$ cat src/rtl/joy_dir_pkg.sv
// joy_dir_pkg: shared types and helpers for the joystick direction filter.
// Build option: JOY_DEBOUNCE_EN adds per-bit input debouncing in each lane.
package joy_dir_pkg;

  typedef enum logic [1:0] {
    JM_PASS,
    JM_NEWEST,
    JM_FIRST,
    JM_SOCD
  } joy_mode_t;

  localparam int DIR_R = 0;
  localparam int DIR_L = 1;
  localparam int DIR_D = 2;
  localparam int DIR_U = 3;

  localparam logic [3:0] MASK_ALL = 4'b1111;

  // One-hot of the highest-priority set bit: up > down > left > right.
  function automatic logic [3:0] prio4(input logic [3:0] x);
    logic [3:0] r;
    r = '0;
    if (x[DIR_U])      r[DIR_U] = 1'b1;
    else if (x[DIR_D]) r[DIR_D] = 1'b1;
    else if (x[DIR_L]) r[DIR_L] = 1'b1;
    else if (x[DIR_R]) r[DIR_R] = 1'b1;
    return r;
  endfunction

  // Opposing directions cancel each other; diagonals pass.
  function automatic logic [3:0] socd4(input logic [3:0] x);
    logic [3:0] r;
    r = x;
    if (x[DIR_U] && x[DIR_D]) begin
      r[DIR_U] = 1'b0;
      r[DIR_D] = 1'b0;
    end
    if (x[DIR_L] && x[DIR_R]) begin
      r[DIR_L] = 1'b0;
      r[DIR_R] = 1'b0;
    end
    return r;
  endfunction

endpackage

$ cat src/rtl/joy_dir_filter_lane.sv
// joy_dir_lane: one player's sampling, mask tracking and output stage.
// Build option: JOY_DEBOUNCE_EN inserts a per-bit stability filter.
module joy_dir_lane
  import joy_dir_pkg::*;
#(
  parameter int unsigned DEBOUNCE_CYCLES = 16
) (
  input  logic       clk,
  input  logic       reset,
  input  joy_mode_t  i_mode,
  input  logic       i_mode_chg,
  input  logic       i_dis,
  input  logic [3:0] i_dir,
  output logic [3:0] o_dir,
  output logic       o_chg
);

  if (DEBOUNCE_CYCLES < 1 || DEBOUNCE_CYCLES > 65535) begin : g_bad_db
    $error("DEBOUNCE_CYCLES out of range");
  end

  logic [3:0] w_acc;

`ifdef JOY_DEBOUNCE_EN
  localparam logic [15:0] CNT_MAX = 16'(DEBOUNCE_CYCLES - 1);

  logic [3:0]  r_acc;
  logic [15:0] r_cnt [4];

  // Accept a raw bit only once it has differed long enough.
  always_ff @(posedge clk) begin
    if (reset) begin
      r_acc <= '0;
      for (int i = 0; i < 4; i++) r_cnt[i] <= '0;
    end else begin
      for (int i = 0; i < 4; i++) begin
        if (i_dir[i] == r_acc[i]) begin
          r_cnt[i] <= '0;
        end else if (r_cnt[i] == CNT_MAX) begin
          r_acc[i] <= i_dir[i];
          r_cnt[i] <= '0;
        end else begin
          r_cnt[i] <= r_cnt[i] + 16'd1;
        end
      end
    end
  end

  assign w_acc = r_acc;
`else
  assign w_acc = i_dir;
`endif

  logic [3:0] r_s1, r_s2, r_mask, r_dir;
  logic       r_chg;
  logic [3:0] w_new, w_mask_nx, w_dir_nx;

  assign w_new = r_s1 & ~r_s2;

  // Next mask and filtered output from the current samples.
  always_comb begin
    w_mask_nx = MASK_ALL;
    w_dir_nx  = r_s1;
    if (!i_dis) begin
      unique case (i_mode)
        JM_PASS: w_dir_nx = r_s1;
        JM_SOCD: w_dir_nx = socd4(r_s1);
        JM_NEWEST: begin
          if (i_mode_chg)
            w_mask_nx = MASK_ALL;
          else if (w_new != 4'b0)
            w_mask_nx = prio4(w_new);
          else if ((r_s1 & r_mask) == 4'b0)
            w_mask_nx = MASK_ALL;
          else if (r_mask == MASK_ALL && r_s1 != 4'b0)
            w_mask_nx = prio4(r_s1);
          else
            w_mask_nx = r_mask;
          w_dir_nx = prio4(r_s1 & w_mask_nx);
        end
        JM_FIRST: begin
          if (i_mode_chg)
            w_mask_nx = MASK_ALL;
          else if ((r_s1 & r_mask) == 4'b0)
            w_mask_nx = (r_s1 != 4'b0) ? prio4(r_s1) : MASK_ALL;
          else if (r_mask == MASK_ALL && r_s1 != 4'b0)
            w_mask_nx = prio4(r_s1);
          else
            w_mask_nx = r_mask;
          w_dir_nx = prio4(r_s1 & w_mask_nx);
        end
      endcase
    end
  end

  // Sample pipeline, mask and registered outputs.
  always_ff @(posedge clk) begin
    if (reset) begin
      r_s1   <= '0;
      r_s2   <= '0;
      r_mask <= MASK_ALL;
      r_dir  <= '0;
      r_chg  <= 1'b0;
    end else begin
      r_s1   <= w_acc;
      r_s2   <= r_s1;
      r_mask <= w_mask_nx;
      r_dir  <= w_dir_nx;
      r_chg  <= (w_dir_nx != r_dir);
    end
  end

  assign o_dir = r_dir;
  assign o_chg = r_chg;

endmodule

$ cat src/rtl/joy_dir_filter.sv
// joy_dir_filter: N-player joystick direction filter (pass/newest/first/SOCD).
// Build option: JOY_DEBOUNCE_EN enables per-bit debouncing in every lane.
module joy_dir_filter
  import joy_dir_pkg::*;
#(
  parameter int PLAYERS         = 2,
  parameter int DEBOUNCE_CYCLES = 16
) (
  input  logic                   clk,
  input  logic                   reset,
  input  logic [1:0]             mode,
  input  logic                   dis,
  input  logic [4*PLAYERS-1:0]   indir,
  output logic [4*PLAYERS-1:0]   outdir,
  output logic [PLAYERS-1:0]     dir_chg
);

  if (PLAYERS < 1 || PLAYERS > 4) begin : g_bad_players
    $error("PLAYERS out of range");
  end

  logic [1:0] r_mode_q;
  logic       w_mode_chg;
  joy_mode_t  w_mode;

  assign w_mode     = joy_mode_t'(mode);
  assign w_mode_chg = (mode != r_mode_q);

  // Remember last cycle's mode to spot run-time mode switches.
  always_ff @(posedge clk) begin
    if (reset) r_mode_q <= 2'd0;
    else       r_mode_q <= mode;
  end

  for (genvar p = 0; p < PLAYERS; p++) begin : g_lane
    joy_dir_lane #(
      .DEBOUNCE_CYCLES(DEBOUNCE_CYCLES)
    ) u_lane (
      .clk       (clk),
      .reset     (reset),
      .i_mode    (w_mode),
      .i_mode_chg(w_mode_chg),
      .i_dis     (dis),
      .i_dir     (indir[4*p +: 4]),
      .o_dir     (outdir[4*p +: 4]),
      .o_chg     (dir_chg[p])
    );
  end

endmodule

$ cat config.mk
export PLATFORM = sky130hd
export DESIGN_NAME = joy_dir_filter
export DESIGN_NICKNAME = d
export VERILOG_FILES = /design/src/rtl/joy_dir_pkg.sv /design/src/rtl/joy_dir_filter_lane.sv /design/src/rtl/joy_dir_filter.sv
export SDC_FILE = /design/constraint.sdc
export NUM_CORES = 1
export LEC_CHECK = 0
export BUFFER_PORTS_ARGS = -buffer_cell sky130_fd_sc_hd__buf_2
export CAP_MARGIN = 15
export CORE_UTILIZATION = 36
export CTS_CLUSTER_DIAMETER = 120
export DETAILED_ROUTE_END_ITERATION = 8
export HOLD_SLACK_MARGIN = 0.15
export SYNTH_ARGS = -nofsm -noshare
export SYNTH_HDL_FRONTEND = slang
export SYNTH_SLANG_ARGS = --single-unit
$ cat constraint.sdc
create_clock -name clk -period 3.35 [get_ports clk]
set_input_delay 0.335 -clock clk [delete_from_list [all_inputs] [get_ports clk]]
set_output_delay 0.335 -clock clk [all_outputs]
set_load 0.005 [all_outputs]
== After elaboration in Yosys (flattened, before gate mapping) ==
Index checks and enable logic that the tools add are counted.

* Output and inout bits: 10
* Flip-flop bits (word level): 36
* Input bits: 13

* Bitwise operators: 10
* Eq/ne operators: 8
* Muxes and demuxes: 88
* Reduce and logical (&&, ||, !) cells: 14

{| class="wikitable"
|+ Operators by type and width
! operator !! count
|-
| $mux 4 || 24
|-
| $mux 1 || 40
|-
| $and 4x4->4 || 8
|-
| $pmux 4 s4 || 2
|-
| $mux 2 || 12
|-
| $mux 3 || 8
|-
| $pmux 4 s2 || 2
|-
| $reduce_bool 4->1 || 4
|-
| $eq 4x4->1 const B || 2
|-
| $logic_not 4->1 || 2
|-
| $ne 4x4->1 || 2
|-
| $not 4->4 || 2
|-
| $logic_and 1x1->1 || 6
|-
| $eq 2x2->1 const B || 2
|-
| $eq 2x1->1 const B || 1
|-
| $logic_not 2->1 || 1
|-
| $ne 2x2->1 || 1
|-
| $reduce_or 2->1 || 1
|}

== Depth between registers and ports, before layout ==
Gate-level depths: netlist of the first run.

* Depth after elaboration: 18
* Depth in mapped cells: 10
* Gate-level depth less buffers: 9

== Cells and area by module ==
A second synthesis of the first run with hierarchy kept.

* Cells, all modules: 335
* Area total of the unflattened synthesis: 2,817.7 um^2

{| class="wikitable"
|+ By module, submodules not included
! module !! area an instance (um^2) !! times used !! cells each
|-
| joy_dir_lane (g_lane[1].u_lane) || 1,373.8 || 1 || 164
|-
| joy_dir_lane (g_lane[0].u_lane) || 1,367.6 || 1 || 164
|-
| joy_dir_filter || 76.3 || 1 || 7
|}

== Least setup slack after synthesis of the first run ==
OpenSTA, ideal clock, no wires.

* Path type: register to register
* Start: reg g_lane[1].u_lane.r_mask[0]
* End: reg g_lane[1].u_lane.r_chg
* Clock period less this slack: 2.630 ns
* Arrival: 2.500 ns
* Slack: 0.720 ns
* Stages on the path, launching flop included: 9
* Cell sequence: dfxtp_1 -> a222oi_1 -> nand2_2 -> or3_1 -> a21oi_2 -> o221ai_2 -> mux2_4 -> a2111oi_4 -> a31oi_1

* Word-level cells in the longest chain between the ends: 16
* Elaborated cells between the ends (all ways): 33
* Those cells by class: 2 x eq/ne; 26 x mux; 3 x bitwise; 2 x reduce/logical

{| class="wikitable"
|+ Ends and longest elaborated chain
! what !! RTL line !! text
|-
| start, declared || joy_dir_filter_lane.sv:54 || <nowiki>logic [3:0] r_s1, r_s2, r_mask, r_dir;</nowiki>
|-
| start signal, assigned || joy_dir_filter_lane.sv:107 || <nowiki>r_mask <= w_mask_nx;</nowiki>
|-
| $eq 4x4->1 || joy_dir_filter_lane.sv:75, joy_dir_filter_lane.sv:86 ||
|-
| $logic_and 1x1->1 || joy_dir_filter_lane.sv:75, joy_dir_filter_lane.sv:86 ||
|-
| $mux 4 || joy_dir_filter_lane.sv:75 || <nowiki>else if (r_mask == MASK_ALL && r_s1 != 4'b0)</nowiki>
|-
| $mux 4 || joy_dir_filter_lane.sv:73 || <nowiki>else if ((r_s1 & r_mask) == 4'b0)</nowiki>
|-
| $mux 4 || joy_dir_filter_lane.sv:71 || <nowiki>else if (w_new != 4'b0)</nowiki>
|-
| $mux 4 || joy_dir_filter_lane.sv:69 || <nowiki>if (i_mode_chg)</nowiki>
|-
| $mux 4 || joy_dir_filter_lane.sv:65 || <nowiki>unique case (i_mode)</nowiki>
|-
| $mux 4 || joy_dir_filter_lane.sv:64 || <nowiki>if (!i_dis) begin</nowiki>
|-
| $and 4x4->4 || joy_dir_filter_lane.sv:79 || <nowiki>w_dir_nx = prio4(r_s1 & w_mask_nx);</nowiki>
|-
| $mux 1 || joy_dir_pkg.sv:26 || <nowiki>else if (x[DIR_R]) r[DIR_R] = 1'b1;</nowiki>
|-
| $mux 1 || joy_dir_pkg.sv:25 || <nowiki>else if (x[DIR_L]) r[DIR_L] = 1'b1;</nowiki>
|-
| $mux 2 || joy_dir_pkg.sv:24 || <nowiki>else if (x[DIR_D]) r[DIR_D] = 1'b1;</nowiki>
|-
| $mux 3 || joy_dir_pkg.sv:23 || <nowiki>if (x[DIR_U]) r[DIR_U] = 1'b1;</nowiki>
|-
| $pmux 4 s4 * || joy_dir_filter_lane.sv:65 ||
|-
| $mux 4 * || joy_dir_filter_lane.sv:64 ||
|-
| $ne 4x4->1 * || joy_dir_filter_lane.sv:109 || <nowiki>r_chg <= (w_dir_nx != r_dir);</nowiki>
|-
| end signal, assigned || joy_dir_filter_lane.sv:109 ||
|-
| end, declared || joy_dir_filter_lane.sv:55 || <nowiki>logic r_chg;</nowiki>
|}

Every way passes the cells marked *; elsewhere a longest branch is shown, timed or not. The select of a mux whose other input is x is not followed.
A chain may end at the register's enable or synchronous reset.

== Final worst setup path of the first run ==
* Start: reg g_lane[1].u_lane.r_s1[2]
* End: reg g_lane[1].u_lane.r_chg

* Word-level cells in the longest chain between the ends: 16
* Elaborated cells between the ends (all ways): 44
* Those cells by class: 1 x eq/ne; 34 x mux; 4 x bitwise; 5 x reduce/logical

{| class="wikitable"
|+ Ends and longest elaborated chain
! what !! RTL line !! text
|-
| start, declared || joy_dir_filter_lane.sv:54 ||
|-
| start signal, assigned || joy_dir_filter_lane.sv:105 || <nowiki>r_s1 <= w_acc;</nowiki>
|-
| $mux 2 or $reduce_bool 4->1 (tied branches) || -- ||
|-
| $mux 3 or $logic_and 1x1->1 (tied branches) || joy_dir_pkg.sv:23, joy_dir_filter_lane.sv:75, joy_dir_filter_lane.sv:86 ||
|-
| $mux 4 || joy_dir_filter_lane.sv:75 ||
|-
| $mux 4 || joy_dir_filter_lane.sv:73 ||
|-
| $mux 4 || joy_dir_filter_lane.sv:71 ||
|-
| $mux 4 || joy_dir_filter_lane.sv:69 ||
|-
| $mux 4 || joy_dir_filter_lane.sv:65 ||
|-
| $mux 4 || joy_dir_filter_lane.sv:64 ||
|-
| $and 4x4->4 || joy_dir_filter_lane.sv:79 ||
|-
| $mux 1 || joy_dir_pkg.sv:26 ||
|-
| $mux 1 || joy_dir_pkg.sv:25 ||
|-
| $mux 2 || joy_dir_pkg.sv:24 ||
|-
| $mux 3 || joy_dir_pkg.sv:23 ||
|-
| $pmux 4 s4 || joy_dir_filter_lane.sv:65 ||
|-
| $mux 4 * || joy_dir_filter_lane.sv:64 ||
|-
| $ne 4x4->1 * || joy_dir_filter_lane.sv:109 ||
|}

Marked as above.

==> results of run 1 <==
==> cells in the mapped netlist (5+ instances only) <==
cell      count
dfxtp_1      36
nor2_1       30
nand2_1      25
a21oi_1      22
o21ai_0      21
inv_1        12
nor2b_1      11
clkbuf_1      9
nand2b_1      9
a31oi_1       8
nand3_1       5
nor3_1        5
nor4_1        5
o211ai_1      5
o21a_1        5
==> worst max-delay path by stage <==
stage | slack [ns] | end | from | cells after the start
after global placement | 0.72 | g_lane[1].u_lane.o_chg | g_lane[1].u_lane.r_s1[0] | 9
after detailed placement | 0.74 | g_lane[1].u_lane.o_chg | g_lane[1].u_lane.r_s1[0] | 9
after CTS | 0.72 | g_lane[1].u_lane.o_chg | g_lane[1].u_lane.r_s1[0] | 9
after global routing | 0.43 | g_lane[0].u_lane.o_chg | g_lane[0].u_lane.r_s1[3] | 8
final | 0.66 | g_lane[1].u_lane.o_chg | g_lane[1].u_lane.r_s1[2] | 8
after floorplan | 0.72 | g_lane[1].u_lane.o_chg | g_lane[1].u_lane.r_mask[0] | 8
==> state kept, by name, indices dropped and copies added (netlist names) <==
register and count:
g_lane.u_lane.r_s2 8, g_lane.u_lane.r_mask 8, r_mode_q 2, g_lane.u_lane.r_s1 8, g_lane.u_lane.o_dir 8, g_lane.u_lane.o_chg 2
==> cell type report <==
| class | count | area [µm²] | share of cell area [%] |
|---|---|---|---|
| clock buffers | 6 | 82.58 | 3.226 |
| clock inverters | 2 | 15.01 | 0.5865 |
| inverters | 12 | 45.04 | 1.760 |
| multi-input cells | 228 | 1433 | 55.96 |
| flip-flops and latches | 36 | 720.7 | 28.15 |
| well taps | 75 | 93.84 | 3.666 |
| repair buffers | 30 | 170.2 | 6.647 |
==> metal layers <==
| metal | wire length, µm | GRT usage, % |
|---|---|---|
| met5 | 0 | 0 |
| met2 | 2599 | 27.69 |
| met3 | 448 | 3.111 |
| met4 | 121 | 7.544 |
| met1 | 2910 | 28.93 |
==> worst max-delay path: cells and delay by family, from the launching register on <==
kind	cells	cell delay, ns
AOI/OAI and AO/OA	5	1.38
and+or+nand+nor	1	0.17
DFF	1	0.51
muxes	1	0.34
buffers and inverters	1	0.18
==> metrics by stage <==
stage / util (%) / setup slack [ns] / power (mW) / cell area, µm²
4_1_cts: 42.48 / 0.7220 / 1.086 / 2560
2_1_floorplan: - / 0.7205 / 0.6781 / 2296
3_3_place_gp: 40.86 / 0.7215 / 0.7477 / 2462
5_1_grt: 42.48 / 0.4334 / 1.136 / 2560
6_report: 42.48 / 0.6557 / 1.079 / 2560
3_5_place_dp: 40.86 / 0.7425 / 0.7443 / 2462
==> cell usage in the layout, fill, tap and decap left out, types with 4 or more instances in the layout <==
master,count
a21oi_1,22
a31oi_1,8
and2_1,4
buf_2,22
buf_4,8
clkbuf_8,6
dfxtp_1,36
ha_1,4
inv_1,12
nand2_1,25
nand2b_1,9
nand3_1,5
nor2_1,30
nor2b_1,11
nor3_1,5
nor4_1,5
o211ai_1,5
o21a_1,5
o21ai_0,21
o21ai_1,4
==> cell families (layout without fill, tap and decap cells) <==
logic type	count (synthesis)	count (layout)	share of synthesized area [%]
xor gates and xnor gates	4	4	1.526
AOI/OAI and AO/OA	100	100	30.41
buffers and inverters	27	50	6.212
DFF	36	36	31.39
and+or+nand+nor	116	116	26.27
adders and majority gates	4	4	2.180
muxes	4	4	2.016
==> power by group <==
group	leakage, nW	switching [mW]	total, mW	internal, mW
clock network	0.0434	0.170	0.337	0.167
registers	0.297	0.0247	0.475	0.450
logic	0.667	0.159	0.267	0.109
total	1.01	0.354	1.08	0.725
==> results_dict.tcl, run 1 <==
set metrics [dict create \
    syn_area_um2 2296 \
    cts_sinks 36 \
    fillers 623 \
    postCtsResizedCells 0 \
    r2r-start "g_lane[1].u_lane.r_s1[2]" \
    grt_usage_pct 19.53 \
    setup_tns_ns 0 \
    grt_max_degree 26 \
    antenna_found_initial 0 \
    synth_area_leader_cell "dfxtp_1" \
    vias 2291 \
    finalCritPeriodShare_pct 80.43 \
    synth_cell_types 66 \
    rows 28 \
    initial_core_util_pct 38.10 \
    dpl.cell_count 381 \
    synth_top_area_share_pct 31.39 \
    clk_path_buf_depth 2 \
    synth-seq-cells 36 \
    fin_cells 389 \
    hold_path.class "in -> reg" \
    core_um2 6026 \
    fp.dieW_um 81.86 \
    n_antenna_cell 0 \
    worstPathRequired_ns 3.51 \
    start_kind "register" \
    die_area_um2 6701 \
    critPathCaptureType "register" \
    wirelength_um 6079 \
    drt-initial-drc-count 230 \
    r2r_cells 8 \
    max_cap_violations 0 \
    cts_made_buffers 5 \
    hold_end "g_lane[0].u_lane.r_s1[2]" \
    path_clk_slew_ns 0.08 \
    via_per_inst 5.889 \
    hpwl_um 4456 \
    firstDrtPassIters 6 \
    maxSlewViolCount 0 \
    syn-instance-count 291 \
    ys_seq_area_share_pct 31.39 \
    fp.dieH_um 81.86 \
    slowest_delay_ns 0.55 \
    worst_slew_pin_slew_ns 0.5889 \
    antenna_left 0 \
    path_max_fanout 9 \
    worst-setup-path-type "reg -> reg" \
    wl_per_cell_um 15.63 \
    hold_buffers 0 \
    r2r_slack_ns 0.66 \
    ir_drop_uv 194.5 \
    grt_overflow 0 \
    syn_to_final_growth_pct 11.50 \
    cts_max_level 2 \
    grt_setup_unrepaired "false" \
    gp_congestion 0.9409 \
    grt_pass1_vias 1996 \
    io_pins 23 \
    port_buffers 22 \
    setup_violations 0 \
    hold_viol 0 \
    outcome "completed" \
    cts_setup_buffers 0 \
    p_leak_nw 1.007 \
    rr_endpoint "g_lane[1].u_lane.o_chg" \
    power_per_cell_area_nw_per_um2 421.4 \
    drcViolationCount 0 \
    final_nets 330 \
    yosys_most_used_dff "dfxtp_1" \
    synthArstFlopShare_pct 0 \
    yosys_warnings 0 \
    critPathArrivalTime_ns 2.86 \
    slew-limit-headroom_pct 60.24 \
    crit_slowest_cell "o311ai_0" \
    grt_pass1_wl_um 9956 \
    min-delay-start "indir[2]" \
    clk_latency_ns 0.29 \
    cts_root_buf "clkbuf_8" \
    post_synth.cell_area_avg_um2 7.890 \
    path_cells "a222oi_1 > buf_4 > o311ai_0 > nand3_1 > o221ai_2 > mux2_4 > a2111oi_4 > a31oi_1" \
    hold_depth 2 \
    min_period_ns 2.694 \
    cts_tree "done" \
    fmax_mhz 371.2 \
    ys_top_cells_by_area "dfxtp_1 31%, nor2_1 4.9%, a21oi_1 4.8%" \
    synth-edff-count 0 \
    fin_hold_ws_ns 0.2467 \
    skew_ns 0.002570 \
    drive_gt1_share_pct 16.88 \
    syn_nets 308 \
]
(Power assumes the default switching activity.)
==> run 2, diff against run 1 <==
Clock period 3.35 ns to 2.62 ns, I/O delays scaled along.
==> run 2 against run 1 <==
Sequential cell count did not move. Largest power group unchanged. Highest routed layer unchanged. Critical path depth rose by 1. Largest cell class unchanged. Total power rose by 32%.
==> results_dict.tcl, run 2 (synthesis results as in run 1) <==
set metrics [dict create \
    r2r_cells 9 \
    cts_tree "done" \
    grt_setup_unrepaired "false" \
    switchingPower_uw 450.1 \
    p_seq_share_pct 42.0 \
    mostFrequentLayoutCells "34 x dfxtp_1, 30 x nor2_1, 27 x buf_4" \
    setup_ws_ns 0.1311 \
    fillers 585 \
    p_sw_share_pct 31.54 \
    rows 28 \
    power_per_cell_area_nw_per_um2 517.9 \
    clk_path_buf_depth 2 \
    grt_usage_pct 19.47 \
    p_leak_nw 1.113 \
    wl_met1_um 3088 \
    highest_layer "met4" \
    hold_path.class "in -> reg" \
    ir_drop_uv 302.0 \
    worstPathRequired_ns 2.78 \
    maxSlewViolCount 0 \
    drt-initial-drc-count 291 \
    outcome "completed" \
    cts_sinks 36 \
    dpl-instance-area_um2 2590 \
    critPathArrivalTime_ns 2.65 \
    slew-limit-headroom_pct 66.82 \
    dr_wl_met3_um 458 \
    antenna_left 0 \
    clk_latency_ns 0.29 \
    setup_violations 0 \
    p_int_uw 976.9 \
    port_buffers 22 \
    gp_congestion 0.9068 \
    finalCritPeriodShare_pct 95.00 \
    vias 2336 \
    via_per_inst 5.740 \
    pwr-share-clk_pct 30.6 \
    skew_ns 0.002169 \
    fp.dieH_um 81.86 \
    initial_core_util_pct 38.10 \
    drive_gt1_share_pct 24.10 \
    met2_length_um 2699 \
    path_clk_slew_ns 0.07 \
    worst_slew_pin_slew_ns 0.4924 \
    wl_per_cell_um 15.49 \
    grt_pass1_wl_um 9998 \
    fp.dieW_um 81.86 \
    syn_to_final_growth_pct 20.00 \
    min_period_ns 2.489 \
    cts_root_buf "clkbuf_8" \
    antenna_found_initial 0 \
    n_antenna_cell 0 \
    place_ws_ns 0.08495 \
    worst-setup-path-type "reg -> reg" \
    critPathCaptureType "register" \
    fin_util_pct 45.72 \
    grt_overflow 0 \
    die_area_um2 6701 \
    path_max_fanout 6 \
    cts_made_buffers 5 \
    max_cap_violations 0 \
    fin_area_um2 2755 \
    hpwl_um 4584 \
    fmax_mhz 401.8 \
    grt_pass1_vias 2052 \
    cts_max_level 2 \
    final_common_cell "dfxtp_1" \
    grt_max_degree 26 \
    drcViolationCount 0 \
    core_um2 6026 \
    io_pins 23 \
    wirelength_um 6304 \
    hold_viol 0 \
    firstDrtPassIters 6 \
    power_frac_comb_pct 27.4 \
    start_kind "register" \
    final_nets 349 \
    hold_depth 2 \
]
-- run 2: power groups by stage --
stage	clock, mW	sequential [mW]	combinational, mW
after CTS	0.438	0.599	0.365
after global routing	0.468	0.603	0.427
after floorplan	0	0.606	0.262
final	0.437	0.599	0.391
after detailed placement	0	0.611	0.362
after global placement	0	0.611	0.368
-- run 2: path summary, 6_finish.rpt --
kind | startpoint | end | slack, ns
max | g_lane[1].u_lane.r_mask[1] | g_lane[1].u_lane.o_chg | 0.13
min | indir[7] | g_lane[1].u_lane.r_s1[3] | 0.18
max reg2reg | g_lane[1].u_lane.r_mask[1] | g_lane[1].u_lane.o_chg | 0.13
min reg2reg | g_lane[0].u_lane.o_dir[0] | g_lane[0].u_lane.o_chg | 0.58
-- run 2: through the flow --
stage	hold WS (ns)	power [mW]	TNS, ns	std cells
floorplan	0.3360	0.8671	0	291
global placement	0.4703	0.9786	-0.04199	398
detailed placement	0.4764	0.9738	0	398
CTS	0.1777	1.403	0	405
global route	0.1854	1.497	0	407
finish	0.1777	1.427	0	407
-- run 2: layout make-up --
class	instances	area (µm²)	area share (%)
Timing Repair Buffer	49	312.8	11.35
Inverter	12	45.04	1.635
Tap cell	75	93.84	3.406
Sequential cell	36	725.7	26.34
Multi-Input combinational cell	228	1481	53.77
Clock buffer	7	96.34	3.497
-- run 2: timing repair --
item / 4_1_cts / 5_1_grt
gates resized for setup: 0 / 14
setup buffers: 0 / 2
hold buffers: 0 / 0
endpoints found under the setup margin: 0 / 2
-- run 2: per-layer routing --
metal	vias up	GRT usage [%]
li1	1153	-
met1	1056	27.50
met2	122	29.50
met3	5	3.556
met4	0	6.316
met5	-	0
-- run 2: critical path, cell delays in order (launching register included) --
cell,delay [ns]
dfxtp_1,0.42
a222oi_1,0.12
buf_4,0.17
buf_4,0.14
o311ai_1,0.39
nand3_1,0.15
o221ai_2,0.22
mux2_4,0.34
a2111oi_4,0.30
a31oi_1,0.11
==> run 3, diff against run 2 <==
Settings changed: CORE_MARGIN set to 3, REMOVE_ABC_BUFFERS set to 1.
==> run 3 against run 2 <==
Via count grew 2.7%. Wire length grew 0.41%. Critical path depth is the same. Total power shrank 1.1%. Count of clock-buffer cells in the layout grew 1. Global-route usage shrank 2.1 points. Core utilization shrank 0.26 points. Combinational power grew 3%. Fmax shrank 0.13%. Clock power shrank 5.5%. Non-clock buffer count grew 3. Worst hold slack gained 0.0053 ns.
==> results_dict.tcl, run 3 (synthesis results as in run 1) <==
set metrics [dict create \
    slew-limit-headroom_pct 67.76 \
    p_leak_nw 1.116 \
    outcome "completed" \
    mostFrequentLayoutCells "35 x dfxtp_1, 30 x nor2_1, 29 x buf_4" \
    max_cap_violations 0 \
    hold_path.class "in -> reg" \
    rr_endpoint "g_lane[1].u_lane.o_chg" \
    path_max_fanout 3 \
    r2r_cells 9 \
    finalCritPeriodShare_pct 95.12 \
    crit_slowest_cell "or3_1" \
    vias 2399 \
    maxSlewViolCount 0 \
    worst-setup-path-type "reg -> reg" \
    clk_path_buf_depth 2 \
    crit_path_end "g_lane[1].u_lane.o_chg" \
    drt-initial-drc-count 275 \
    r2r_slack_ns 0.13 \
    drive_gt1_share_pct 23.81 \
    p_sw_share_pct 31.63 \
    hpwl_um 4714 \
    grt_usage_pct 17.39 \
    final_nets 352 \
    cp_num_cells 9 \
    cts_made_buffers 5 \
    die_area_um2 7372 \
    critPathCaptureType "register" \
    core_um2 6061 \
    fp.dieW_um 85.86 \
    power_frac_comb_pct 28.5 \
    p_int_uw 964.8 \
    io_pins 23 \
    critPathArrivalTime_ns 2.65 \
    cp-startpoint "g_lane[1].u_lane.r_s1[0]" \
    fin_util_pct 45.46 \
    dpl.cell_count 399 \
    min_period_ns 2.492 \
    dpl-instance-area_um2 2597 \
    fin_cells 411 \
    wl_per_cell_um 15.40 \
    ir_drop_uv 252.5 \
    grt_pass1_vias 2176 \
    worst_slew_pin_slew_ns 0.4776 \
    via_per_inst 5.837 \
    antenna_found_initial 0 \
    rows 28 \
    grt_overflow 0 \
    cts_tree "done" \
    wirelength_um 6330 \
    power_per_cell_area_nw_per_um2 512.2 \
    p_seq_share_pct 42.3 \
    antenna_left 0 \
    gp_congestion 0.9913 \
    drcViolationCount 0 \
    fp.dieH_um 85.86 \
    firstDrtPassIters 5 \
    initial_core_util_pct 37.88 \
    slowest_delay_ns 0.39 \
    path_buf_inv 1 \
    grt_max_degree 26 \
    syn_to_final_growth_pct 20.00 \
    hold_viol 0 \
    cts_sinks 36 \
    path_cells "a222oi_1 > buf_4 > nand2_2 > or3_1 > a21oi_2 > o221ai_2 > mux2_4 > a2111oi_4 > a31oi_1" \
    grt_pass1_wl_um 10470 \
    cts_max_level 2 \
    final_common_cell "dfxtp_1" \
    n_antenna_cell 0 \
    skew_ns 0.006040 \
    pwr-share-clk_pct 29.2 \
    setup_violations 0 \
    clk_latency_ns 0.29 \
    fmax_mhz 401.3 \
    start_kind "register" \
    cp_top_family "compound AO/OA/AOI/OAI gates" \
    finalPower_mw 1.411 \
    fillers 602 \
    switchingPower_uw 446.4 \
    port_buffers 22 \
    fin_area_um2 2755 \
    path_clk_slew_ns 0.07 \
    cts_root_buf "clkbuf_8" \
    fin_hold_ws_ns 0.1830 \
    worstPathRequired_ns 2.78 \
    r2r-start "g_lane[1].u_lane.r_s1[0]" \
]
-- run 3: worst reg2reg max path, cell delays in order, from the launching register on --
cell	delay (ns)
dfxtp_1	0.31
a222oi_1	0.33
buf_4	0.18
nand2_2	0.05
or3_1	0.39
a21oi_2	0.20
o221ai_2	0.14
mux2_4	0.33
a2111oi_4	0.32
a31oi_1	0.11
-- run 3: worst min-delay path by stage --
stage / start / to / slack (ns) / cells after the start
2_1_floorplan: reset / g_lane[0].u_lane.r_s2[0] / 0.33 / 1
3_3_place_gp: indir[6] / g_lane[1].u_lane.r_s1[2] / 0.47 / 2
3_5_place_dp: indir[1] / g_lane[0].u_lane.r_s1[1] / 0.49 / 2
4_1_cts: indir[6] / g_lane[1].u_lane.r_s1[2] / 0.19 / 2
5_1_grt: indir[1] / g_lane[0].u_lane.r_s1[1] / 0.20 / 2
6_report: indir[6] / g_lane[1].u_lane.r_s1[2] / 0.18 / 2
-- run 3: layer usage --
metal / share of wire (%) / GRT usage [%]
met1: 49 / 24.82
met2: 42 / 25.86
met3: 6.1 / 2.690
met4: 2.0 / 7.338
met5: 0 / 0
-- run 3: area by class of cell --
class                           instances  area, µm²  area share [%]
Sequential cell                        36      721.9           26.20
Inverter                               12      45.04           1.635
Tap cell                               75      93.84           3.406
Multi-Input combinational cell        228       1465           53.18
Timing Repair Buffer                   52      339.1           12.31
Clock buffer                            8      90.09           3.270
-- run 3: through the flow --
stage	setup WS (ns)	TNS (ns)
after detailed placement	0.1074	0
after global placement	0.08086	0
after floorplan	-0.1241	-0.1336
after global routing	-0.004302	-0.004302
final	0.1279	0
after CTS	0.07313	0
-- run 3: power by group through the flow --
stage	Combinational, mW	Sequential (mW)	Clock, mW
final	0.402	0.597	0.413
after global routing	0.443	0.601	0.441
after CTS	0.376	0.597	0.420
after detailed placement	0.373	0.609	0
after global placement	0.377	0.609	0
after floorplan	0.232	0.613	0
-- run 3: timing repair --
| action | in CTS | in global routing |
|---|---|---|
| setup buffers | 0 | 3 |
| endpoints found under the hold margin | 0 | 0 |
| hold buffers | 0 | 0 |
| endpoints found under the setup margin | 0 | 2 |
| resized for setup | 0 | 9 |
